## config.mk

```make
export PLATFORM = sky130hd
export DESIGN_NAME = fetch_unit
export DESIGN_NICKNAME = d
export VERILOG_FILES = /design/src/rtl/fetch_unit.sv
export SDC_FILE = /design/constraint.sdc
export NUM_CORES = 1
export LEC_CHECK = 0
export BUFFER_PORTS_ARGS = -buffer_cell sky130_fd_sc_hd__buf_2
export CAP_MARGIN = 20
export CORE_MARGIN = 3
export CORE_UTILIZATION = 55
export CTS_BUF_LIST = sky130_fd_sc_hd__clkbuf_4
export DETAILED_ROUTE_END_ITERATION = 8
export PLACE_DENSITY_LB_ADDON = 0.05
export SLEW_MARGIN = 40
export SYNTH_ARGS = -nofsm -noshare
export SYNTH_HDL_FRONTEND = slang
export SYNTH_SLANG_ARGS = --single-unit
```

## constraint.sdc

```tcl
create_clock -name clk -period 3.7 [get_ports clk]
set_input_delay 0.37 -clock clk [delete_from_list [all_inputs] [get_ports clk]]
set_output_delay 0.37 -clock clk [all_outputs]
set_load 0.05 [all_outputs]
```

## src/rtl/fetch_unit.sv

```systemverilog
// -----------------------------------------------------------------------------
// fetch_unit
//   Decoupled instruction-fetch front end. Holds the fetch PC, issues pipelined
//   word-aligned requests to instruction memory, tracks in-order responses, and
//   buffers fetched instructions with their PCs in a DEPTH-entry queue that
//   feeds decode. A redirect flushes the queue and restarts fetch. Responses
//   to requests that were in flight at a redirect are counted and discarded.
//
// Optional feature (macro FETCH_BYPASS_EN):
//   defined   - a response arriving while no filled entry is queued is shown on
//               out_* in the same cycle and, if consumed, is never stored.
//   undefined - every response is registered first; out_* comes from flops.
//
// Ports
//   clk, reset            rising-edge clock, asynchronous active-low reset
//   imem_req_valid/ready  request handshake, imem_req_addr = fetch PC
//   imem_rsp_valid/data   in-order response, one per accepted request
//   redirect_valid/pc     flush queue and restart fetch at redirect_pc & ~3
//   out_valid/ready       decode handshake, out_instr / out_pc = queue head
// -----------------------------------------------------------------------------
module fetch_unit #(
  parameter int              XLEN     = 32,
  parameter int              ILEN     = 32,
  parameter int              DEPTH    = 4,
  parameter logic [XLEN-1:0] RESET_PC = '0
) (
  input  logic            clk,
  input  logic            reset,
  output logic            imem_req_valid,
  input  logic            imem_req_ready,
  output logic [XLEN-1:0] imem_req_addr,
  input  logic            imem_rsp_valid,
  input  logic [ILEN-1:0] imem_rsp_data,
  input  logic            redirect_valid,
  input  logic [XLEN-1:0] redirect_pc,
  output logic            out_valid,
  input  logic            out_ready,
  output logic [ILEN-1:0] out_instr,
  output logic [XLEN-1:0] out_pc
);

  localparam int AW = $clog2(DEPTH);
  localparam int PW = AW + 1;  // extra wrap bit distinguishes full from empty

  typedef logic [PW-1:0] ptr_t;

  logic [XLEN-1:0]  r_fetch_pc;
  ptr_t             r_alloc, r_fill, r_head, r_drop_cnt;
  logic [XLEN-1:0]  r_pc_q    [DEPTH];
  logic [ILEN-1:0]  r_instr_q [DEPTH];
  logic [DEPTH-1:0] r_filled;

  logic [AW-1:0]    w_alloc_idx, w_fill_idx, w_head_idx;
  ptr_t             w_inflight;
  logic [PW:0]      w_credit_used;
  logic             w_drop_active, w_rsp_drop, w_rsp_write, w_rsp_take;
  logic             w_req_fire, w_pop, w_bypass, w_store;
  logic [XLEN-1:0]  w_redirect_pc;

  assign w_alloc_idx = r_alloc[AW-1:0];
  assign w_fill_idx  = r_fill[AW-1:0];
  assign w_head_idx  = r_head[AW-1:0];

  // Credit covers both live entries and responses still owed from before a
  // redirect, so a slot is always free when any response arrives.
  assign w_inflight    = r_alloc - r_head;
  assign w_credit_used = {1'b0, w_inflight} + {1'b0, r_drop_cnt};

  assign w_drop_active = (r_drop_cnt != '0);
  assign w_rsp_drop    = imem_rsp_valid & w_drop_active;
  // A response with nothing outstanding is ignored outright.
  assign w_rsp_write   = imem_rsp_valid & ~w_drop_active & (r_fill != r_alloc);
  assign w_rsp_take    = w_rsp_drop | w_rsp_write;

  assign w_redirect_pc = redirect_pc & ~XLEN'(3);

  assign imem_req_valid = reset & ~redirect_valid & (w_credit_used < (PW+1)'(DEPTH));
  assign imem_req_addr  = r_fetch_pc;
  assign w_req_fire     = imem_req_valid & imem_req_ready;

`ifdef FETCH_BYPASS_EN
  // Entries fill in order from head, so fill == head means nothing is filled.
  assign w_bypass  = w_rsp_write & (r_fill == r_head);
  assign out_instr = w_bypass ? imem_rsp_data : r_instr_q[w_head_idx];
`else
  assign w_bypass  = 1'b0;
  assign out_instr = r_instr_q[w_head_idx];
`endif

  assign out_valid = ~redirect_valid & (r_filled[w_head_idx] | w_bypass);
  assign out_pc    = r_pc_q[w_head_idx];
  assign w_pop     = out_valid & out_ready;
  // A bypassed response taken by decode this cycle is never written.
  assign w_store   = w_rsp_write & ~(w_bypass & out_ready);

  // NOTE: the queue payload is reset too, so out_pc/out_instr read 0 during
  // reset instead of whatever the array held before.
  always_ff @(posedge clk or negedge reset) begin
    if (!reset) begin
      r_fetch_pc <= RESET_PC;
      r_alloc    <= '0;
      r_fill     <= '0;
      r_head     <= '0;
      r_drop_cnt <= '0;
      r_filled   <= '0;
      for (int i = 0; i < DEPTH; i++) begin
        r_pc_q[i]    <= '0;
        r_instr_q[i] <= '0;
      end
    end else if (redirect_valid) begin
      // Every request between fill and alloc now owes a response to discard.
      r_fetch_pc <= w_redirect_pc;
      r_head     <= r_alloc;
      r_fill     <= r_alloc;
      r_filled   <= '0;
      r_drop_cnt <= r_drop_cnt + (r_alloc - r_fill) - ptr_t'(w_rsp_take);
    end else begin
      if (w_req_fire) begin
        r_pc_q[w_alloc_idx]   <= r_fetch_pc;
        r_filled[w_alloc_idx] <= 1'b0;
        r_alloc               <= r_alloc + 1'b1;
        r_fetch_pc            <= r_fetch_pc + XLEN'(4);
      end
      if (w_rsp_drop) begin
        r_drop_cnt <= r_drop_cnt - 1'b1;
      end
      if (w_rsp_write) begin
        r_fill <= r_fill + 1'b1;
      end
      if (w_store) begin
        r_instr_q[w_fill_idx] <= imem_rsp_data;
        r_filled[w_fill_idx]  <= 1'b1;
      end
      if (w_pop) begin
        r_filled[w_head_idx] <= 1'b0;
        r_head               <= r_head + 1'b1;
      end
    end
  end

endmodule

```

== After elaboration in Yosys (flattened, before gate mapping) ==
Index checks and enable logic that the tools add are counted.
Word-level totals
  register bits: 304
  bits in latches: 0
  bits in writable memories: 0
  memory bits (read-only): 0
  input bits: 70
  output and inout port bits: 98
  word-level logic and storage cells: 102
  memories: 0
Cells by class
  add/sub/neg operators: 10
  $mul: 0
  div/mod/pow operators: 0
  magnitude comparators: 12
  equal/unequal tests: 1
  shifts and indexed selects: 0
  multiplexer cells: 34
  bitwise operators: 19
  reduce and logical (&&, ||, !) cells: 12
Operators by type and width (count)
  $bwmux W128: 2
  $mux W32: 8
  $bmux W32 S2: 2
  $demux W32 S2: 2
  $add A32 B3 Y32 const B: 1
  $mux W4: 6
  $mux W3: 6
  $add A3 B1 Y3 const B: 3
  $ge A3 B3 Y1 const B: 3
  $lt A2 B3 Y1 const B: 3
  $not A2 Y3: 3
  $and A1 B1 Y1: 8
  $and A4 B4 Y4: 2
  $not A4 Y4: 2
  $reduce_bool A2 Y1: 4
  $demux W1 S2: 3
  $ge A2 B1 Y1 const B: 3
  $lt A3 B1 Y1 const B: 2
  $sub A3 B3 Y3: 2
  $logic_and A1 B1 Y1: 5
  $add A3 B3 Y4: 1
  $lt A4 B3 Y1 const B: 1
  $mux W1: 4
  $or A4 B4 Y4: 1
  other kinds (9): 11

== Depth between registers and ports, before layout ==
  depth after elaboration: 14
  gate-level depth with buffers: 15
  depth with buffers taken out: 14

== Least setup slack after synthesis ==
Ideal clock, no wire load.
  path type: reg2out
  start point: register r_head[1]
  end point: output port imem_req_valid
  arrival time: 3274 ps
  data required time: 3330 ps
  slack: 56 ps
  cell stages (with the launch flop): 9
  path buffers: 1
  cell sequence: dfrtp_1 > clkbuf_1 > inv_1 > fa_1 > xor2_1 > xnor2_1 > ha_1 > or4b_4 > nor3_1
Between the ends
  word-level cells in the longest chain between the ends: 4
RTL lines
  start, declared: RTL line 48  | ptr_t r_alloc, r_fill, r_head, r_drop_cnt;
  start signal, assigned: RTL line 113  | r_head <= r_alloc;
  start signal, assigned: RTL line 136  | r_head <= r_head + 1'b1;
  $sub A3 B3 Y3: RTL line 66  | assign w_inflight = r_alloc - r_head;
  $add A3 B3 Y4: RTL line 67  | assign w_credit_used = {1'b0, w_inflight} + {1'b0, r_drop_cnt};
  $lt A4 B3 Y1: RTL line 77  | assign imem_req_valid = reset & ~redirect_valid & (w_credit_used < (PW+1)'(DEPTH));
  $and A1 B1 Y1: RTL line 77
  end, declared: RTL line 29  | output logic imem_req_valid,
No other way between the ends.

== Final worst setup path ==
  start point: register r_alloc[0]
  end point: output port imem_req_valid
Between the ends
  word-level cells in the longest chain between the ends: 4
RTL lines
  start, declared: RTL line 48
  start signal, assigned: RTL line 121  | r_alloc <= r_alloc + 1'b1;
  $sub A3 B3 Y3: RTL line 66
  $add A3 B3 Y4: RTL line 67
  $lt A4 B3 Y1: RTL line 77
  $and A1 B1 Y1: RTL line 77
No other way between the ends.

==> results_dict.tcl <==
set metrics [dict create \
    avgSynthCellArea_um2 14.02 \
    drtPass1Iterations 5 \
    finalHoldViolations 0 \
    design_area_mm2 0.01647 \
    final_nets 1335 \
    clock_sinks 294 \
    cts_tree "built" \
    rrSetupSlack_ns 0.24 \
    cp.arrival_ns 3.16 \
    peakVddDrop_v 0.0005488 \
    totalWireLength_um 30570 \
    synth_top_family_by_area "multiplexers" \
    tightest_slew_ns 0.7749 \
    io_pins 168 \
    place_congestion 0.7627 \
    hp-start "out_ready" \
    placed_area_mm2 0.01485 \
    power_density_mw_per_mm2 801.6 \
    crit_type "register to output port" \
    min_path_type "input pin to register" \
    synth_compound_area_share_pct 4.374 \
    ys_seq_area_share_pct 53.92 \
    ant_nets 0 \
    die_y_um 163.5 \
    yosys.area_share.adder_pct 2.476 \
    placed_cells 1422 \
    startpoint_type "register" \
    grt_pass1_wl_um 50150 \
    viasPerCell 5.600 \
    core_area_mm2 0.02432 \
    required_ns 3.33 \
    maxSlewViolCount 0 \
    nFillCells 1846 \
    setup_violations 0 \
    p_leak_nw 8.019 \
    hpwl_um 18890 \
    yosys_register_bits 294 \
    htreeDepth 3 \
    grt_max_degree 68 \
    die-area_mm2 0.02673 \
    syn_to_final_growth_pct 20.68 \
    die-width_um 163.5 \
    critPathMaxFanout 5 \
    muxShareOfSynthArea_pct 29.86 \
    skew_ns 0.03815 \
    fmax_mhz 283.4 \
    postSynth.asyncResetShare_pct 100.0 \
    status "completed" \
    cpMaxStageDelayCell "or4b_4" \
    relSlewSlack_pct 48.34 \
    grtUsageTotal_pct 23.82 \
    fin_crit_ns 3.529 \
    tns_ns 0 \
    hold_depth 4 \
    cts_made_buffers 78 \
    final_cells 1612 \
    num_vias 9028 \
    synth-edff-count 0 \
    post_cts_buffers 0 \
    grt.overflow.total 0 \
    synth_cells 973 \
    wl_per_cell_um 18.96 \
    cap_violations 0 \
    worstSetupEndpointType "output port" \
    yosys_warnings 0 \
    rsz0062_at_grt "false" \
    grt_antenna_before_repair 2 \
    portBuffers 161 \
    clockRootBuffer "clkbuf_4" \
    ys_types 52 \
    drt_iter0_drc 519 \
    rows 57 \
    syn_area_mm2 0.01364 \
    finalCritPeriodShare_pct 95.38 \
    holdPathEnd "r_head[1]" \
    reg2reg_to "r_pc_q[89]" \
    synth_xor_area_share_pct 1.220 \
    synthSimpleGateAreaFrac_pct 5.245 \
    rr_startpoint "r_alloc[0]" \
    synth_ff_type "dfrtp_1" \
    route.detailed.drc 0 \
    clkSlewWorstSetupHoldPaths_ns 0.06 \
    cts_max_path_buffers 3 \
    slowest_delay_ns 0.53 \
    reg2regPathDepth 13 \
    grt_pass1_vias 9581 \
    path_cells "inv_1, ha_1, inv_1, fa_1, xor2_1, xnor2_1, ha_1, or4b_4, nor3_2, buf_6" \
    clkLatencyLatePin_ns 0.67 \
    drive_gt1_share_pct 41.72 \
    initial_utilization_pct 56.10 \
]
[critical path: cells and delay by family (launching register included)]
kind                     cells  cell delay, ns
adder cells (fa/ha/maj)      3            0.69
AND/OR/NAND/NOR              2            0.74
buffers and inverters        3            0.34
XOR/XNOR                     2            0.29
flip-flops                   1            0.45
[power breakdown]
part           internal [W]  switching (W)  leakage (nW)
sequential          0.00431       0.000663          3.85
clock               0.00153        0.00124         0.574
combinational       0.00220        0.00324          3.59
total               0.00805        0.00515          8.02
[through the flow]
step                util [%]  power [W]  setup WS (ns)  hold slack [ns]
floorplan                  -   0.009150        0.05595          0.07441
global placement       61.02    0.01032         0.2462           0.4577
detailed placement     61.08    0.01046         0.2316           0.4684
CTS                    67.60    0.01335        0.01958           0.1045
global route           67.71    0.01406       0.006090           0.1432
finish                 67.71    0.01320         0.1710           0.1483
[cells by family after synthesis]
| logic type | Yosys count |
|---|---|
| simple gates | 149 |
| buf+inv | 92 |
| fa+ha+maj | 24 |
| mux | 299 |
| xor+xnor | 19 |
| flops | 294 |
| compound gates | 95 |
| other cells | 1 |
[layout by cell type (no fill, tap or decap), types with 3 or more instances in the layout]
cell type / n
a31oi_1: 6
clkbuf_4: 114
ha_1: 19
nand2_1: 69
a22oi_1: 3
o21ai_1: 4
buf_2: 159
xor2_1: 10
a21oi_1: 10
conb_1: 4
dlygate4sd3_1: 63
buf_4: 30
dfrtp_1: 292
mux4_2: 63
o21ai_0: 38
o211ai_1: 9
nor4_1: 4
clkinv_1: 8
a211oi_1: 4
nand3_1: 19
and2_1: 3
inv_1: 17
mux2_2: 146
mux2_1: 88
fa_1: 5
and3_1: 8
o311ai_1: 8
buf_6: 7
xnor2_1: 9
nand4_1: 9
nand2_2: 4
nor2_1: 16
[layout make-up]
| cell class | instances | area, um^2 | share of cell area, % |
|---|---|---|---|
| tap | 324 | 405.4 | 2.462 |
| clock inverter | 12 | 97.59 | 0.5927 |
| timing repair buffer | 260 | 1745 | 10.60 |
| inverter | 17 | 63.81 | 0.3875 |
| sequential | 294 | 7365 | 44.73 |
| multi-input combinational | 590 | 5931 | 36.02 |
| antenna | 1 | 2.502 | 0.01520 |
| clock buffer | 114 | 855.8 | 5.198 |
[how the worst max path moves through the flow]
stage                              from        endpoint  slack, ns  cells after the start
after floorplan               r_head[1]  imem_req_valid       0.06                      8
after global routing         r_alloc[0]  imem_req_valid      0.006                     10
after detailed placement  r_drop_cnt[0]   r_drop_cnt[2]       0.23                     14
after global placement    r_drop_cnt[0]   r_drop_cnt[2]       0.25                     14
after CTS                     r_head[0]       out_valid       0.02                      5
final                        r_alloc[0]  imem_req_valid       0.17                     10
[registers in the layout, summed over array words and instances, names as in the netlist]
signal,cells
r_drop_cnt,3
r_alloc,3
r_filled,4
imem_req_addr,30
r_instr_q,128
r_pc_q,120
r_head,3
r_fill,3
[per-layer routing]
layer  track usage [%]  part of all wire, %  routed length [um]  up-vias
li1                  -                    -                   -     4146
met1             31.68                   43               13290     4584
met3             6.163                  6.0                1836       41
met2             39.39                   49               15050      255
met5                 0                0.026                   8        -
met4             6.305                  1.2                 382        2
[cells in the mapped netlist (all sizes together) (4+ instances only)]
library cell	instances	share of area (%)
dfrtp	294	54
mux2	234	19
nand2	73	2.1
mux4	63	10
buf	42	1.5
o21ai	42	1.5
clkbuf	33	0.92
ha	19	1.7
nand3	19	0.70
inv	17	0.47
nor2	17	0.47
a21oi	10	0.37
xor2	10	0.64
nand4	9	0.41
o211ai	9	0.50
o311ai	9	0.58
xnor2	9	0.58
and3	8	0.37
a31oi	6	0.28
fa	5	0.73
nor4	5	0.23
a211oi	4	0.22
[what timing repair did]
item,CTS,global route
setup endpoints to repair,1,3
hold buffers,63,0
resized for setup,1,4
hold endpoints to repair,339,0
Power figures use the tool's default switching activity.
